===== src/rtl/q_8_22_pkg.sv =====
// Shared datapath package: operand width and the multiplier-arbiter state type.
package q_8_22_pkg;

  localparam int unsigned dp_width = 8;

  typedef enum logic [1:0] {
    A_IDLE,
    A_LAUNCH,
    A_WAIT,
    A_DONE
  } arb_state_t;

endpackage


===== src/rtl/q_8_22_rr_pick.sv =====
// Combinational round-robin selector: first set request at or after the pointer, cyclically.
module q_8_22_rr_pick #(
  parameter int unsigned N_REQ = 4,
  parameter int unsigned IW    = 2
) (
  input  logic [N_REQ-1:0] req_i,
  input  logic [IW-1:0]    ptr_i,
  output logic             valid_o,
  output logic [IW-1:0]    winner_o
);

  logic [IW-1:0] idx;

  always_comb begin
    valid_o  = 1'b0;
    winner_o = '0;
    idx      = '0;
    for (int unsigned k = 0; k < N_REQ; k++) begin
      idx = IW'((32'(ptr_i) + k) % N_REQ);
      if (!valid_o && req_i[idx]) begin
        valid_o  = 1'b1;
        winner_o = idx;
      end
    end
  end

endmodule


===== src/rtl/q_8_22_mult_arb.sv =====
// Round-robin arbiter/sequencer sharing one start/rdy multiplier among N_REQ requesters.
// Optional WAIT watchdog with err output is enabled by defining Q_8_22_MULT_ARB_TIMEOUT_EN.
module q_8_22_mult_arb
  import q_8_22_pkg::*;
#(
  parameter int unsigned N_REQ    = 4,
  parameter int unsigned DP_WIDTH = dp_width
`ifdef Q_8_22_MULT_ARB_TIMEOUT_EN
  ,
  parameter int unsigned TIMEOUT_CYCLES = 64
`endif
) (
  input  logic                      clk,
  input  logic                      rst,
  input  logic [N_REQ-1:0]          req,
  input  logic [N_REQ*DP_WIDTH-1:0] op_a,
  input  logic [N_REQ*DP_WIDTH-1:0] op_b,
  output logic [N_REQ-1:0]          gnt,
  output logic [N_REQ-1:0]          done,
  output logic [2*DP_WIDTH-1:0]     result,
  output logic                      busy,
  output logic                      mult_start,
  output logic [DP_WIDTH-1:0]       mult_a,
  output logic [DP_WIDTH-1:0]       mult_b,
  input  logic [2*DP_WIDTH-1:0]     mult_product,
  input  logic                      mult_rdy
`ifdef Q_8_22_MULT_ARB_TIMEOUT_EN
  ,
  output logic                      err
`endif
);

  localparam int unsigned IW = $clog2(N_REQ);
  localparam logic [N_REQ-1:0] ONE_HOT0 = N_REQ'(1);

  arb_state_t            state_q, state_d;
  logic [IW-1:0]         owner_q, owner_d;
  logic [IW-1:0]         ptr_q, ptr_d;
  logic [DP_WIDTH-1:0]   mult_a_q, mult_a_d;
  logic [DP_WIDTH-1:0]   mult_b_q, mult_b_d;
  logic [2*DP_WIDTH-1:0] result_q, result_d;

  logic                  pick_valid;
  logic [IW-1:0]         pick_idx;
  logic [DP_WIDTH-1:0]   sel_a, sel_b;

`ifdef Q_8_22_MULT_ARB_TIMEOUT_EN
  localparam int unsigned CW = $clog2(TIMEOUT_CYCLES + 1);
  logic [CW-1:0] cnt_q, cnt_d;
  logic          err_q, err_d;
  assign err = err_q;
`endif

  q_8_22_rr_pick #(
    .N_REQ (N_REQ),
    .IW    (IW)
  ) u_pick (
    .req_i    (req),
    .ptr_i    (ptr_q),
    .valid_o  (pick_valid),
    .winner_o (pick_idx)
  );

  always_comb begin
    sel_a = '0;
    sel_b = '0;
    for (int unsigned i = 0; i < N_REQ; i++) begin
      if (pick_idx == IW'(i)) begin
        sel_a = op_a[i*DP_WIDTH +: DP_WIDTH];
        sel_b = op_b[i*DP_WIDTH +: DP_WIDTH];
      end
    end
  end

  always_comb begin
    state_d  = state_q;
    owner_d  = owner_q;
    ptr_d    = ptr_q;
    mult_a_d = mult_a_q;
    mult_b_d = mult_b_q;
    result_d = result_q;
`ifdef Q_8_22_MULT_ARB_TIMEOUT_EN
    cnt_d    = cnt_q;
    err_d    = err_q;
`endif
    unique case (state_q)
      A_IDLE: begin
        if (pick_valid && mult_rdy) begin
          owner_d  = pick_idx;
          mult_a_d = sel_a;
          mult_b_d = sel_b;
          state_d  = A_LAUNCH;
        end
      end
      A_LAUNCH: begin
        state_d = A_WAIT;
`ifdef Q_8_22_MULT_ARB_TIMEOUT_EN
        cnt_d   = '0;
        err_d   = 1'b0;
`endif
      end
      A_WAIT: begin
        if (mult_rdy) begin
          result_d = mult_product;
          state_d  = A_DONE;
        end
`ifdef Q_8_22_MULT_ARB_TIMEOUT_EN
        // cnt_q counts elapsed WAIT cycles; the TIMEOUT_CYCLES-th one without rdy aborts
        else if (cnt_q == CW'(TIMEOUT_CYCLES - 1)) begin
          result_d = '0;
          err_d    = 1'b1;
          state_d  = A_DONE;
        end else begin
          cnt_d = cnt_q + 1'b1;
        end
`endif
      end
      A_DONE: begin
        ptr_d   = (owner_q == IW'(N_REQ - 1)) ? '0 : owner_q + 1'b1;
        state_d = A_IDLE;
      end
      default: state_d = A_IDLE;
    endcase
  end

  always_ff @(posedge clk) begin
    if (rst) begin
      state_q  <= A_IDLE;
      owner_q  <= '0;
      ptr_q    <= '0;
      mult_a_q <= '0;
      mult_b_q <= '0;
      result_q <= '0;
`ifdef Q_8_22_MULT_ARB_TIMEOUT_EN
      cnt_q    <= '0;
      err_q    <= 1'b0;
`endif
    end else begin
      state_q  <= state_d;
      owner_q  <= owner_d;
      ptr_q    <= ptr_d;
      mult_a_q <= mult_a_d;
      mult_b_q <= mult_b_d;
      result_q <= result_d;
`ifdef Q_8_22_MULT_ARB_TIMEOUT_EN
      cnt_q    <= cnt_d;
      err_q    <= err_d;
`endif
    end
  end

  always_comb begin
    gnt  = '0;
    done = '0;
    if (state_q == A_LAUNCH) gnt  = ONE_HOT0 << owner_q;
    if (state_q == A_DONE)   done = ONE_HOT0 << owner_q;
  end

  assign busy       = (state_q != A_IDLE);
  assign mult_start = (state_q == A_LAUNCH);
  assign mult_a     = mult_a_q;
  assign mult_b     = mult_b_q;
  assign result     = result_q;

endmodule

===== config.mk =====
export PLATFORM = sky130hd
export DESIGN_NAME = q_8_22_mult_arb
export DESIGN_NICKNAME = d
export VERILOG_FILES = /design/src/rtl/q_8_22_pkg.sv /design/src/rtl/q_8_22_rr_pick.sv /design/src/rtl/q_8_22_mult_arb.sv
export SDC_FILE = /design/constraint.sdc
export NUM_CORES = 1
export LEC_CHECK = 0
export BUFFER_PORTS_ARGS = -buffer_cell sky130_fd_sc_hd__clkbuf_2
export CAP_MARGIN = 20
export CORE_MARGIN = 10
export CORE_UTILIZATION = 39
export DETAILED_ROUTE_END_ITERATION = 16
export HOLD_SLACK_MARGIN = 0.12
export PLACE_DENSITY = 0.76
export SLEW_MARGIN = 25
export SYNTH_ARGS = -nofsm -noshare
export SYNTH_HDL_FRONTEND = slang
export SYNTH_SLANG_ARGS = --single-unit

===== constraint.sdc =====
create_clock -name clk -period 1.6 [get_ports clk]
set_input_delay 0 -clock clk [delete_from_list [all_inputs] [get_ports clk]]
set_output_delay 0 -clock clk [all_outputs]
set_load 0.05 [all_outputs]

**Word-level counts from Yosys, hierarchy flattened**

Cells that the tools add are included.

- Register bits after elaboration: 38
- Input port bits: 87
- Output and inout bits: 42
- Logic and storage cells: 67

- Add/sub/neg operators: 4
- Magnitude comparators: 4
- Equal/unequal tests: 9
- Shift-type cells: 1
- Multiplexer cells: 30
- Reduce and logical (&&, ||, !) cells: 13

Operators by type and width:

| kind | number |
|---|---|
| 2-to-1 mux 8 bit | 8 |
| 2-to-1 mux 2 bit | 7 |
| less-than comparator 2 x 3 -> 1 bit, second input constant | 4 |
| == test 2 bit, second input constant | 5 |
| binary-select mux 1 bit (select 2 bit) | 4 |
| 2-to-1 mux 1 bit | 8 |
| 2-to-1 mux 4 bit | 2 |
| case mux 2 bit (4 select lines) | 1 |
| AND reduction 2 bit | 3 |
| adder 2 x 1 -> 2 bit, second input constant | 2 |
| adder 2 bit, second input constant | 2 |
| == test 2 x 1 -> 1 bit, second input constant | 2 |
| logical AND 1 bit | 4 |
| logical NOT 2 bit | 2 |
| != test 2 bit, second input constant | 2 |
| << shifter 1 x 2 -> 4 bit, first input constant | 1 |
| logical NOT 1 bit | 3 |
| nonzero test 2 bit | 1 |

**Logic depth before layout (Yosys ltp)**

Gate-level depths: netlist of the first run.

- Word-level depth: 17
- Gate-level depth with buffers: 8
- Depth with buffers taken out: 7

**Hierarchy**

A second synthesis of the first run with hierarchy kept.

- Cell total of the unflattened synthesis: 188
- Area, all modules: 1964.4 sq um

By module, submodules not included:

| module | times used | cells each | area each (sq um) | seq. area each (sq um) |
|---|---|---|---|---|
| q_8_22_mult_arb | 1 | 173 | 1886.8 | 760.7 |
| q_8_22_rr_pick | 1 | 15 | 77.6 | 0.0 |

**Worst setup path after synthesis of the first run**

No wires, ideal clock.

- Path type: register to register
- Start: register state_q[0]
- End: register mult_a_q[0], in the netlist mult_a[0]
- Library setup time: 0.079 ns
- Arrival time: 1.751 ns
- Data required time: 1.521 ns
- Setup slack: -0.230 ns
- Cell stages (with the launch flop): 9
- Buffers on the path: 1
- Period minus slack after synthesis: 1.830 ns
- Cells stage by stage: dfxtp_1 -> inv_1 -> ha_1 -> inv_1 -> or2_2 -> nor2_1 -> nand2_2 -> buf_6 -> o211ai_1

- Word-level cells in the longest chain between the ends: 2

Ends and longest elaborated chain:

| element | RTL line | RTL |
|---|---|---|
| start, declared | q_8_22_mult_arb.sv:36 | `arb_state_t state_q, state_d;` |
| start signal, assigned | q_8_22_mult_arb.sv:139 | `state_q <= state_d;` |
| logical NOT 2 bit | q_8_22_mult_arb.sv:86 | `unique case (state_q)` |
| AND reduction 2 bit (no line) | -- |  |
| end signal, assigned | q_8_22_mult_arb.sv:142 | `mult_a_q <= mult_a_d;` |
| end, declared | q_8_22_mult_arb.sv:39 | `logic [DP_WIDTH-1:0] mult_a_q, mult_a_d;` |

No other way between the ends.
A chain may end at the register's enable or synchronous reset.

**Final worst setup path of the first run**

- Start: register ptr_q[1]
- End: register mult_b_q[5], in the netlist mult_b[5]

- Word-level cells in the longest chain between the ends: 17
- Elaborated cells on any way between the ends: 35
- Those cells by class: add/sub: 3; eq/ne: 3; mux: 20; reduce/logical: 9

Ends and longest elaborated chain:

| element | RTL line | RTL |
|---|---|---|
| start, declared | q_8_22_mult_arb.sv:38 | `logic [IW-1:0] ptr_q, ptr_d;` |
| start signal, assigned | q_8_22_mult_arb.sv:141 | `ptr_q <= ptr_d;` |
| parallel branches: the longest is 17 deep, another holds adder 2 x 1 -> 2 bit | -- |  |
| end signal, assigned | q_8_22_mult_arb.sv:143 | `mult_b_q <= mult_b_d;` |
| end, declared | q_8_22_mult_arb.sv:40 | `logic [DP_WIDTH-1:0] mult_b_q, mult_b_d;` |

Parallel ways; which one is timed is not known. The select of a mux whose other input is x is not followed.

==> results of run 1 <==
[logic make-up after synthesis]
family                     synth area share (%)
AOI/OAI and AO/OA                          24.1
and+or+nand+nor                            21.9
muxes                                      8.80
adders and majority gates                  5.15
buffers and inverters                      5.26
DFF                                        34.8
[final cells by class]
type / instances / area [sq um]
fill: 441 / 1650
timing repair buffer: 205 / 1420
multi-input combinational: 205 / 1380
sequential: 38 / 767
tap: 72 / 90.1
clock buffer: 5 / 68.8
clock inverter: 3 / 45.0
inverter: 7 / 30.0
antenna: 5 / 12.5
[per-layer routing]
layer	up-vias	share of wire, %	GRT usage (%)
li1	1327	-	-
met1	1258	35	20.2
met2	133	52	36.0
met3	42	6.7	4.92
met4	0	6.3	14.6
met5	-	0	0
[stage by stage]
stage	total power, mW	TNS [ps]	std cells	utilization (%)
after CTS	4.22	0	535	69.2
final	4.23	0	540	69.8
after floorplan	2.70	-1270	266	-
after detailed placement	3.25	-187	460	54.5
after global placement	3.20	0	460	54.5
after global routing	4.47	-497	538	69.7
[worst min-delay path, stage by stage]
cell and delay [ps]:
clkbuf_2 70, a21boi_0 160, o21ai_1 70, o211ai_1 70
[flip-flops by register name, summed over array words and instances, names as in the netlist]
register,count
state_q,2
owner_q,2
mult_a,8
result,16
mult_b,8
ptr_q,2
[synthesized netlist by cell type (2+ instances only)]
master and number:
a21boi_0 14, a21oi_1 23, a41oi_1 2, and2_1 11, and3_1 14, buf_2 2
buf_6 3, clkbuf_1 10, dfxtp_1 38, ha_1 9, inv_1 7, mux2_2 2
mux2i_1 17, nand2_1 50, nand2_2 2, nor2_1 10, nor2_4 2, nor2b_1 2
o211ai_1 13, o21ai_0 10, o21ai_1 8, o22ai_1 2
[worst paths after layout]
check | from | to | slack, ps | depth (start not counted)
worst max register to register | ptr_q[1] | mult_b[5] | 10 | 6
worst min register to register | result[7] | result[7] | 460 | 2
worst min-delay path | op_b[2] | mult_b[2] | 110 | 4
worst max-delay path | ptr_q[1] | mult_b[5] | 10 | 6
[placed cells by master (no fill, tap or decap), types with 8 or more instances in the layout]
master         Yosys  layout
o211ai_1          13      13
mux2i_1           17      16
a21boi_0          14      14
nor2_1            10       8
o21ai_1            8      10
ha_1               9       8
dlygate4sd3_1      0      67
dfxtp_1           38      35
and2_1            11      10
clkbuf_2           0     128
and3_1            14      14
nand2_1           50      50
a21oi_1           23      23
[where the power goes]
| part | leakage (nW) | internal [mW] | switching (mW) | total (mW) |
|---|---|---|---|---|
| Combinational | 1.38 | 0.744 | 1.42 | 2.17 |
| Clock | 0.0504 | 0.464 | 0.370 | 0.834 |
| Sequential | 0.311 | 1.13 | 0.108 | 1.23 |
| Total | 1.74 | 2.33 | 1.90 | 4.23 |
[repair_timing]
item                                    4_1_cts  5_1_grt
pin swaps                                     0        3
gates resized for setup                       3       11
endpoints found under the setup margin       16       21
hold buffers                                 67        0
endpoints found under the hold margin        32        0
==> flow_summary_export.csv, run 1 <==
group,metric,value,unit
run_status,status,"complete, no violations",
cts,cts_tree,"yes",
yosys,yosys-top-cells-area,"dfxtp_1, nand2_1, mux2i_1, a21oi_1, ha_1",
cts,h-tree-depth,2,
yosys,synthDistinctLibCells,37,
die,dieWidth,94.9,um
grt,grt_antenna_before_repair,3,
placed_design,gp_congestion,0.860,
job,cap_violations,0,
route,ant_nets,0,
yosys,yosys.area.top_type_share,34.8,%
die,initial_core_util,40.0,%
power_and_ir_drop,powerDensity,1110,nW/um^2
route,wl,9150,um
die,design.core.area,5470,sq um
die,die_area,9010,sq um
yosys,async_flop_share,0,%
sta,fin_skew,5.46,ps
yosys,synth_warnings,0,
sta,slew_violations,0,
sta,final.period_utilization,99.3,%
sta,slew_headroom,72.4,%
grt,overflow,0,
route,vias_per_cell,5.11,
cts,cts_setup_buffers,0,
setup_path,end_kind,"flop",
layout,drive_gt1_share,37.6,%
route,wire_per_inst,16.9,um
layout,syn_to_final_growth,74.5,%
grt,grt_usage,20.2,%
sta,max_freq,629,MHz
grt,grt_pass1_vias,2897,
sta,rsz0062_at_grt,"true",
layout,nets,558,
die,die_h,94.9,um
cts,clk_pin_slew_worst_paths,80,ps
cts,clk_path_buf_depth,2,
route,first_pass_iters,4,
sta,worstMarginPinSlew,413,ps
placed_design,hpwlAfterDp,5750,um
route,drc,0,
setup_path,cp_slowest_stage_delay,380,ps
setup_path,crit_buf_inv,1,
sta,finalHoldViolCount,0,
yosys,synth_ff_type,"dfxtp_1",
sta,fin_ws,10.5,ps
cts,root_buffer,"clkbuf_8",
yosys,synth_fp_nets,362,
route,vias,2760,
placed_design,dpl_cell_area,2990,sq um
min_path,hp-class,"in -> reg",
yosys,yosysTopAreaCell,"dfxtp_1",
power_and_ir_drop,worst_ir_drop_vdd,710,uV
sta,fin_crit,1590,ps
yosys,avgSynthCellArea,8.23,sq um
sta,finalSetupViolCount,0,
die,ios,129,
cts,clock_latency,300,ps
placed_design,pre_cts_slack,-49.7,ps
grt,grt_start_max_net_pins,32,
setup_path,crit_chain,"nand2_2, a221o_1, buf_12, a21boi_0, o21ai_2, o211ai_1",
setup_path,arrival,1800,ps
grt,grt_pass1_wl,14400,um
setup_path,crit_type,"reg -> reg",
yosys,yosysSeqAreaShare,34.8,%
setup_path,worstPathMaxFanout,31,
power_and_ir_drop,leakage,1.74,nW
route,dr.first_iter.drc_count,141,
sta,holdWs,115,ps
cts,cts_sinks,38,
yosys,synth_cells,266,
yosys,synth.ff_latch_count,38,
placed_design,port_buffers,128,
setup_path,start_kind,"flop",
die,num_rows,27,
setup_path,cp.required,1810,ps
cts,numCtsBuffers,5,
yosys,synth_edf_count,0,
layout,design_area,3820,sq um
yosys,syn_area,2190,sq um
setup_path,crit_path_top_delay_cell,"dfxtp_4",
setup_path,cp_top_family,"compound AO/OA/AOI/OAI gates",
No activity file was read; power rests on OpenSTA's default activity.
==> run 2: changes to the inputs <==
Settings changed: CTS_BUF_LIST set to sky130_fd_sc_hd__clkbuf_4, PLACE_DENSITY 0.76 to 0.78, SYNTH_HIERARCHICAL set to 1.
==> run 2 against run 1 <==
Effect of this change:
- the flow now finishes with violations (setup timing)
- non-clock buffer count rose by 19
- area after synthesis down 10%
- die area fell by 8.1%
- highest routed layer unchanged
==> flow_summary_export.csv, run 2 <==
group,metric,value,unit
run_status,status,"complete, but fails checks",
run_status,violations,"setup timing",
power_and_ir_drop,power.share.clock,17.6,%
power_and_ir_drop,p_sw,1.71,mW
die,design.core.area,4820,sq um
layout,drive_gt1_share,42.3,%
grt,grt_start_max_net_pins,23,
yosys,synth_ff_type,"dfxtp_1",
layout,nets,504,
yosys,synth_warnings,6,
route,vias,2385,
yosys,yosysSeqAreaShare,38.7,%
route,m1WireLength,3020,um
sta,final.period_utilization,127,%
setup_path,start_kind,"flop",
setup_path,cp_top_family,"compound AO/OA/AOI/OAI gates",
cts,cts_tree,"yes",
route,first_pass_iters,4,
yosys,synth_edf_count,0,
yosys,synth_fp_nets,284,
cts,numCtsBuffers,5,
die,die_h,91.0,um
route,wl,8770,um
cts,clock_latency,350,ps
die,initial_core_util,40.8,%
route,ant_nets,0,
power_and_ir_drop,internal_power,2.24,mW
setup_path,crit_path_top_delay_cell,"mux4_2",
sta,fin_skew,15.6,ps
yosys,avgSynthCellArea,10.4,sq um
grt,grt_antenna_before_repair,6,
cts,h-tree-depth,2,
sta,rsz0062_at_grt,"true",
sta,max_freq,493,MHz
placed_design,gp_congestion,0.777,
setup_path,cp.required,1850,ps
layout,fill_cells,367,
setup_path,ff2ff_setup_slack,-430,ps
setup_path,worstPathMaxFanout,9,
setup_path,crit_type,"reg -> reg",
min_path,hp-class,"in -> reg",
job,cap_violations,0,
route,vias_per_cell,4.94,
setup_path,crit_chain,"inv_2, a221o_1, a21oi_4, buf_12, mux4_2, a22o_1",
cts,root_buffer,"clkbuf_4",
yosys,yosys-top-cells-count,"dfxtp_1, nand2_1, a21oi_1",
route,dr.first_iter.drc_count,79,
grt,grt_usage,20.6,%
die,ios,129,
yosys,async_flop_share,0,%
yosys,yosys-top-cells-area,"dfxtp_1, mux4_2, mux4_1, a22o_1, nand2_1",
setup_path,crit_buf_inv,2,
layout,final_core_utilization,76.3,%
setup_path,arrival,2280,ps
grt,overflow,0,
power_and_ir_drop,powerDensity,1070,nW/um^2
power_and_ir_drop,swShare,43.3,%
yosys,yosysTopAreaCell,"dfxtp_1",
cts,clk_path_buf_depth,2,
layout,syn_to_final_growth,87.1,%
grt,grt_pass1_vias,2668,
power_and_ir_drop,power_frac_seq,31.2,%
sta,fin_ws,-427,ps
route,wl_met2,4620,um
sta,fin_crit,2030,ps
yosys,synth.ff_latch_count,38,
route,wire_per_inst,18.2,um
grt,grt_pass1_wl,13700,um
yosys,syn_area,1960,sq um
placed_design,dpl_cell_area,2740,sq um
route,drc,0,
sta,worstMarginPinSlew,870,ps
layout,final_common_cell,"clkbuf_2",
yosys,synthDistinctLibCells,29,
power_and_ir_drop,pwr-share-comb,51.2,%
die,die_area,8280,sq um
sta,finalSetupViolCount,16,
placed_design,port_buffers,128,
layout,design_area,3670,sq um
yosys,yosysMostFrequentCell,"dfxtp_1",
setup_path,end_kind,"flop",
placed_design,hpwlAfterDp,4990,um
sta,slew_headroom,41.8,%
route,top_layer_used,"met4",
yosys,yosys.area.top_type_share,38.7,%
cts,clk_pin_slew_worst_paths,120,ps
setup_path,cp_slowest_stage_delay,510,ps
cts,cts_sinks,38,
power_and_ir_drop,worst_ir_drop_vdd,568,uV
yosys,synth_cells,188,
die,num_rows,25,
layout,layout_common_cells,"clkbuf_2, dlygate4sd3_1, dfxtp_1",
die,dieWidth,91.0,um
sta,slew_violations,0,
power_and_ir_drop,leakage,1.72,nW
sta,finalHoldViolCount,0,
layout,largest_reg_flops,16,
route,wl_met3,761,um
[run 2: cell count changes in the layout (fill, tap and decap cells not counted), sizes merged, moves of 4 or more]
cell and delta:
and3 -14, inv +5, o21ai -16, a21boi -13, dlygate4sd3 +15, nor2 -6, mux4 +16, o211ai -14
a22o +16, nand2 -19, mux2i -13, buf +4
[run 2: cells by family (layout without fill, tap and decap cells)]
group | count (synthesis) | in the layout | synth area share, %
flip-flops | 38 | 38 | 38.7
buffers and inverters | 22 | 243 | 5.86
AO/OA/AOI/OAI | 45 | 45 | 15.7
AND/OR/NAND/NOR | 54 | 54 | 12.3
adder cells (fa/ha/maj) | 9 | 9 | 5.73
other | 0 | 7 | 0
multiplexers | 20 | 20 | 21.7
[run 2: path summary, 6_finish.rpt]
check | from | endpoint | cells after the start
setup / recovery | ptr_q[0] | mult_a[5] | 6
hold / removal | req[3] | owner_q[1] | 6
setup reg to reg | ptr_q[0] | mult_a[5] | 6
hold reg to reg | result[7] | result[7] | 2
[run 2: stage by stage]
| stage | std cells | hold WS (ps) | TNS [ps] | setup slack (ps) | total power [mW] |
|---|---|---|---|---|---|
| 3_3_place_gp | 384 | 222 | -3690 | -305 | 3.01 |
| 3_5_place_dp | 384 | 231 | -4270 | -341 | 3.05 |
| 4_1_cts | 476 | 242 | -4900 | -354 | 3.94 |
| 2_1_floorplan | 188 | 136 | -3290 | -240 | 2.57 |
| 6_report | 483 | 261 | -5690 | -427 | 3.95 |
| 5_1_grt | 482 | 290 | -6490 | -475 | 4.13 |
[run 2: power by group through the flow]
stage | registers, mW | logic, mW | clock network, mW
after global routing | 1.26 | 2.15 | 0.726
after global placement | 1.24 | 1.76 | 0
final | 1.23 | 2.02 | 0.695
after detailed placement | 1.25 | 1.80 | 0
after CTS | 1.23 | 2.01 | 0.702
after floorplan | 1.71 | 0.855 | 0
[run 2: area by class of cell]
type                    instances  area, sq um  area share, %
repair buffers                224         1600           43.7
diodes                          7         17.5          0.477
multi-input cells             128         1080           29.5
flip-flops and latches         38          762           20.7
clock inverters                 1         30.0          0.817
clock buffers                   7         52.6           1.43
inverters                      11         41.3           1.12
well taps                      67         83.8           2.28
[run 2: layer usage]
| layer | vias up | global-route usage [%] |
|---|---|---|
| met5 | - | 0 |
| met4 | 0 | 12.5 |
| met3 | 30 | 7.90 |
| met2 | 129 | 36.9 |
| met1 | 1108 | 19.4 |
| li1 | 1118 | - |
[run 2: worst min-delay path, delay by kind of cell]
family | cells | cell delay [ps]
AO/OA/AOI/OAI | 1 | 110
buffers and inverters | 3 | 290
multiplexers | 1 | 110
AND/OR/NAND/NOR | 1 | 50
[run 2: repair_timing]
| action | 4_1_cts | 5_1_grt |
|---|---|---|
| cloned | 1 | 0 |
| gates resized for setup | 9 | 3 |
| hold endpoints to repair | 35 | 0 |
| pin swaps | 0 | 4 |
| setup buffers | 1 | 1 |
| hold buffers | 82 | 0 |
| endpoints found under the setup margin | 16 | 38 |
==> run 3: changes to the inputs <==
Settings changed: PLACE_DENSITY 0.78 to 0.77.
==> run 3 against run 2 <==
Effect of this change:
- via count grew 0.42%
- highest routed layer unchanged
- the run still ends with setup timing left
- largest cell class unchanged
- critical path depth is the same
- utilization shrank 0.42 points
- first-iteration DRC count grew 3.8%
- clock skew shrank 9.6 ps
==> flow_summary_export.csv, run 3 (synthesis gave the netlist of run 2 again) <==
group,metric,value,unit
route,first_pass_iters,4,
grt,grt_start_max_net_pins,23,
sta,finalSetupViolCount,16,
route,drc,0,
sta,max_freq,518,MHz
cts,cts_tree,"yes",
route,vias,2395,
die,initial_core_util,40.8,%
layout,layout_common_cells,"clkbuf_2, dlygate4sd3_1, dfxtp_1",
layout,final_common_cell,"clkbuf_2",
route,wire_per_inst,18.3,um
cts,numCtsBuffers,5,
cts,cts_sinks,38,
setup_path,crit_type,"reg -> reg",
cts,clk_pin_slew_worst_paths,110,ps
power_and_ir_drop,power_frac_seq,32.3,%
power_and_ir_drop,powerDensity,1040,nW/um^2
grt,grt_antenna_before_repair,4,
placed_design,port_buffers,128,
run_status,status,"complete, but fails checks",
placed_design,placed_cells,389,
run_status,violations,"setup timing",
die,ios,129,
sta,final.period_utilization,121,%
power_and_ir_drop,leakage,1.73,nW
setup_path,crit_path_top_delay_cell,"mux4_2",
setup_path,crit_buf_inv,2,
setup_path,arrival,2180,ps
setup_path,cp_slowest_stage_delay,520,ps
sta,slew_headroom,52.1,%
grt,grt_usage,20.5,%
die,die_h,91.0,um
route,dr.first_iter.drc_count,82,
power_and_ir_drop,worst_ir_drop_vdd,451,uV
setup_path,cp.required,1850,ps
grt,grt_pass1_wl,13600,um
cts,clock_latency,340,ps
power_and_ir_drop,internal_power,2.09,mW
die,num_rows,25,
grt,overflow,0,
setup_path,worstPathMaxFanout,9,
sta,fin_setup_tns,-4580,ps
sta,fin_ws,-330,ps
cts,clk_path_buf_depth,2,
layout,drive_gt1_share,41.2,%
power_and_ir_drop,p_sw,1.70,mW
sta,rsz0062_at_grt,"true",
power_and_ir_drop,swShare,44.9,%
job,cap_violations,0,
cts,h-tree-depth,2,
sta,finalHoldViolCount,0,
sta,fin_crit,1930,ps
die,dieWidth,91.0,um
setup_path,cp_top_family,"compound AO/OA/AOI/OAI gates",
die,design.core.area,4820,sq um
layout,final_core_utilization,75.9,%
layout,largest_reg_flops,16,
layout,finalNonFillerCells,484,
layout,syn_to_final_growth,86.1,%
min_path,hp-class,"in -> reg",
placed_design,hpwlAfterDp,5280,um
setup_path,end_kind,"flop",
placed_design,gp_congestion,0.834,
route,vias_per_cell,4.95,
route,ant_nets,0,
layout,fill_cells,345,
power_and_ir_drop,pwr-share-comb,55.4,%
power_and_ir_drop,power.share.clock,12.4,%
setup_path,start_kind,"flop",
setup_path,crit_chain,"inv_2, a221o_1, a21oi_4, buf_12, mux4_2, a22o_1",
sta,worstMarginPinSlew,717,ps
layout,nets,506,
setup_path,ff2ff_setup_slack,-330,ps
route,wl,8840,um
sta,slew_violations,0,
grt,grt_pass1_vias,2596,
sta,fin_skew,6.01,ps
cts,root_buffer,"clkbuf_4",
die,die_area,8280,sq um
-- run 3: cell count changes in the layout (fill, tap and decap cells not counted), moves of 2 or more --
cell and change:
buf_12 -2, buf_2 +5, buf_4 +4, clkbuf_2 -7
clkinv_2 +2, mux4_1 +6, mux4_2 -6
-- run 3: metal layers --
layer  track usage, %  vias to the layer above  routed length, um
met1             19.2                     1091               2960
met4             11.1                        0                383
met2             38.1                      138               4780
li1                 -                     1129                  -
met3             6.91                       37                713
met5                0                        -                  0
-- run 3: path summary, 6_finish.rpt --
kind	endpoint	depth (start not counted)	from
setup reg to reg	mult_a[5]	6	ptr_q[0]
hold / removal	owner_q[0]	5	mult_rdy
setup / recovery	mult_a[5]	6	ptr_q[0]
hold reg to reg	result[1]	2	result[1]
-- run 3: timing repair --
item                                   CTS  global route
hold buffers                            81             0
cloned                                   0             0
setup buffers                            0             0
setup endpoints to repair               18            41
resized for setup                        5             8
endpoints found under the hold margin   34             0
-- run 3: power by group through the flow --
stage               clock, mW  sequential (mW)  combinational (mW)
floorplan                   0             1.71               0.855
global placement            0             1.23                1.87
detailed placement          0             1.24                1.91
CTS                     0.489             1.22                2.08
global route            0.521             1.25                2.24
finish                  0.470             1.22                2.10
-- run 3: area by class of cell --
cell class	count	area, sq um	area share [%]
clock buffers	5	37.5	1.03
diodes	7	17.5	0.479
flip-flops and latches	38	762	20.8
multi-input cells	128	1100	30.2
well taps	67	83.8	2.29
clock inverters	2	10.0	0.274
repair buffers	226	1600	43.8
inverters	11	41.3	1.13
-- run 3: stage by stage --
step | total power, mW | setup WS (ps) | hold WS [ps] | cell area (sq um)
floorplan | 2.57 | -240 | 136 | 1970
detailed placement | 3.15 | -337 | 230 | 2760
CTS | 3.79 | -309 | 165 | 3630
global placement | 3.10 | -302 | 224 | 2760
finish | 3.80 | -330 | 179 | 3650
global route | 4.01 | -418 | 204 | 3650
-- run 3: worst register-to-register path: stages (launching register included) --
cell	delay, ps
dfxtp_2	350
inv_2	40
a221o_1	320
a21oi_4	190
buf_12	160
mux4_2	520
a22o_1	260
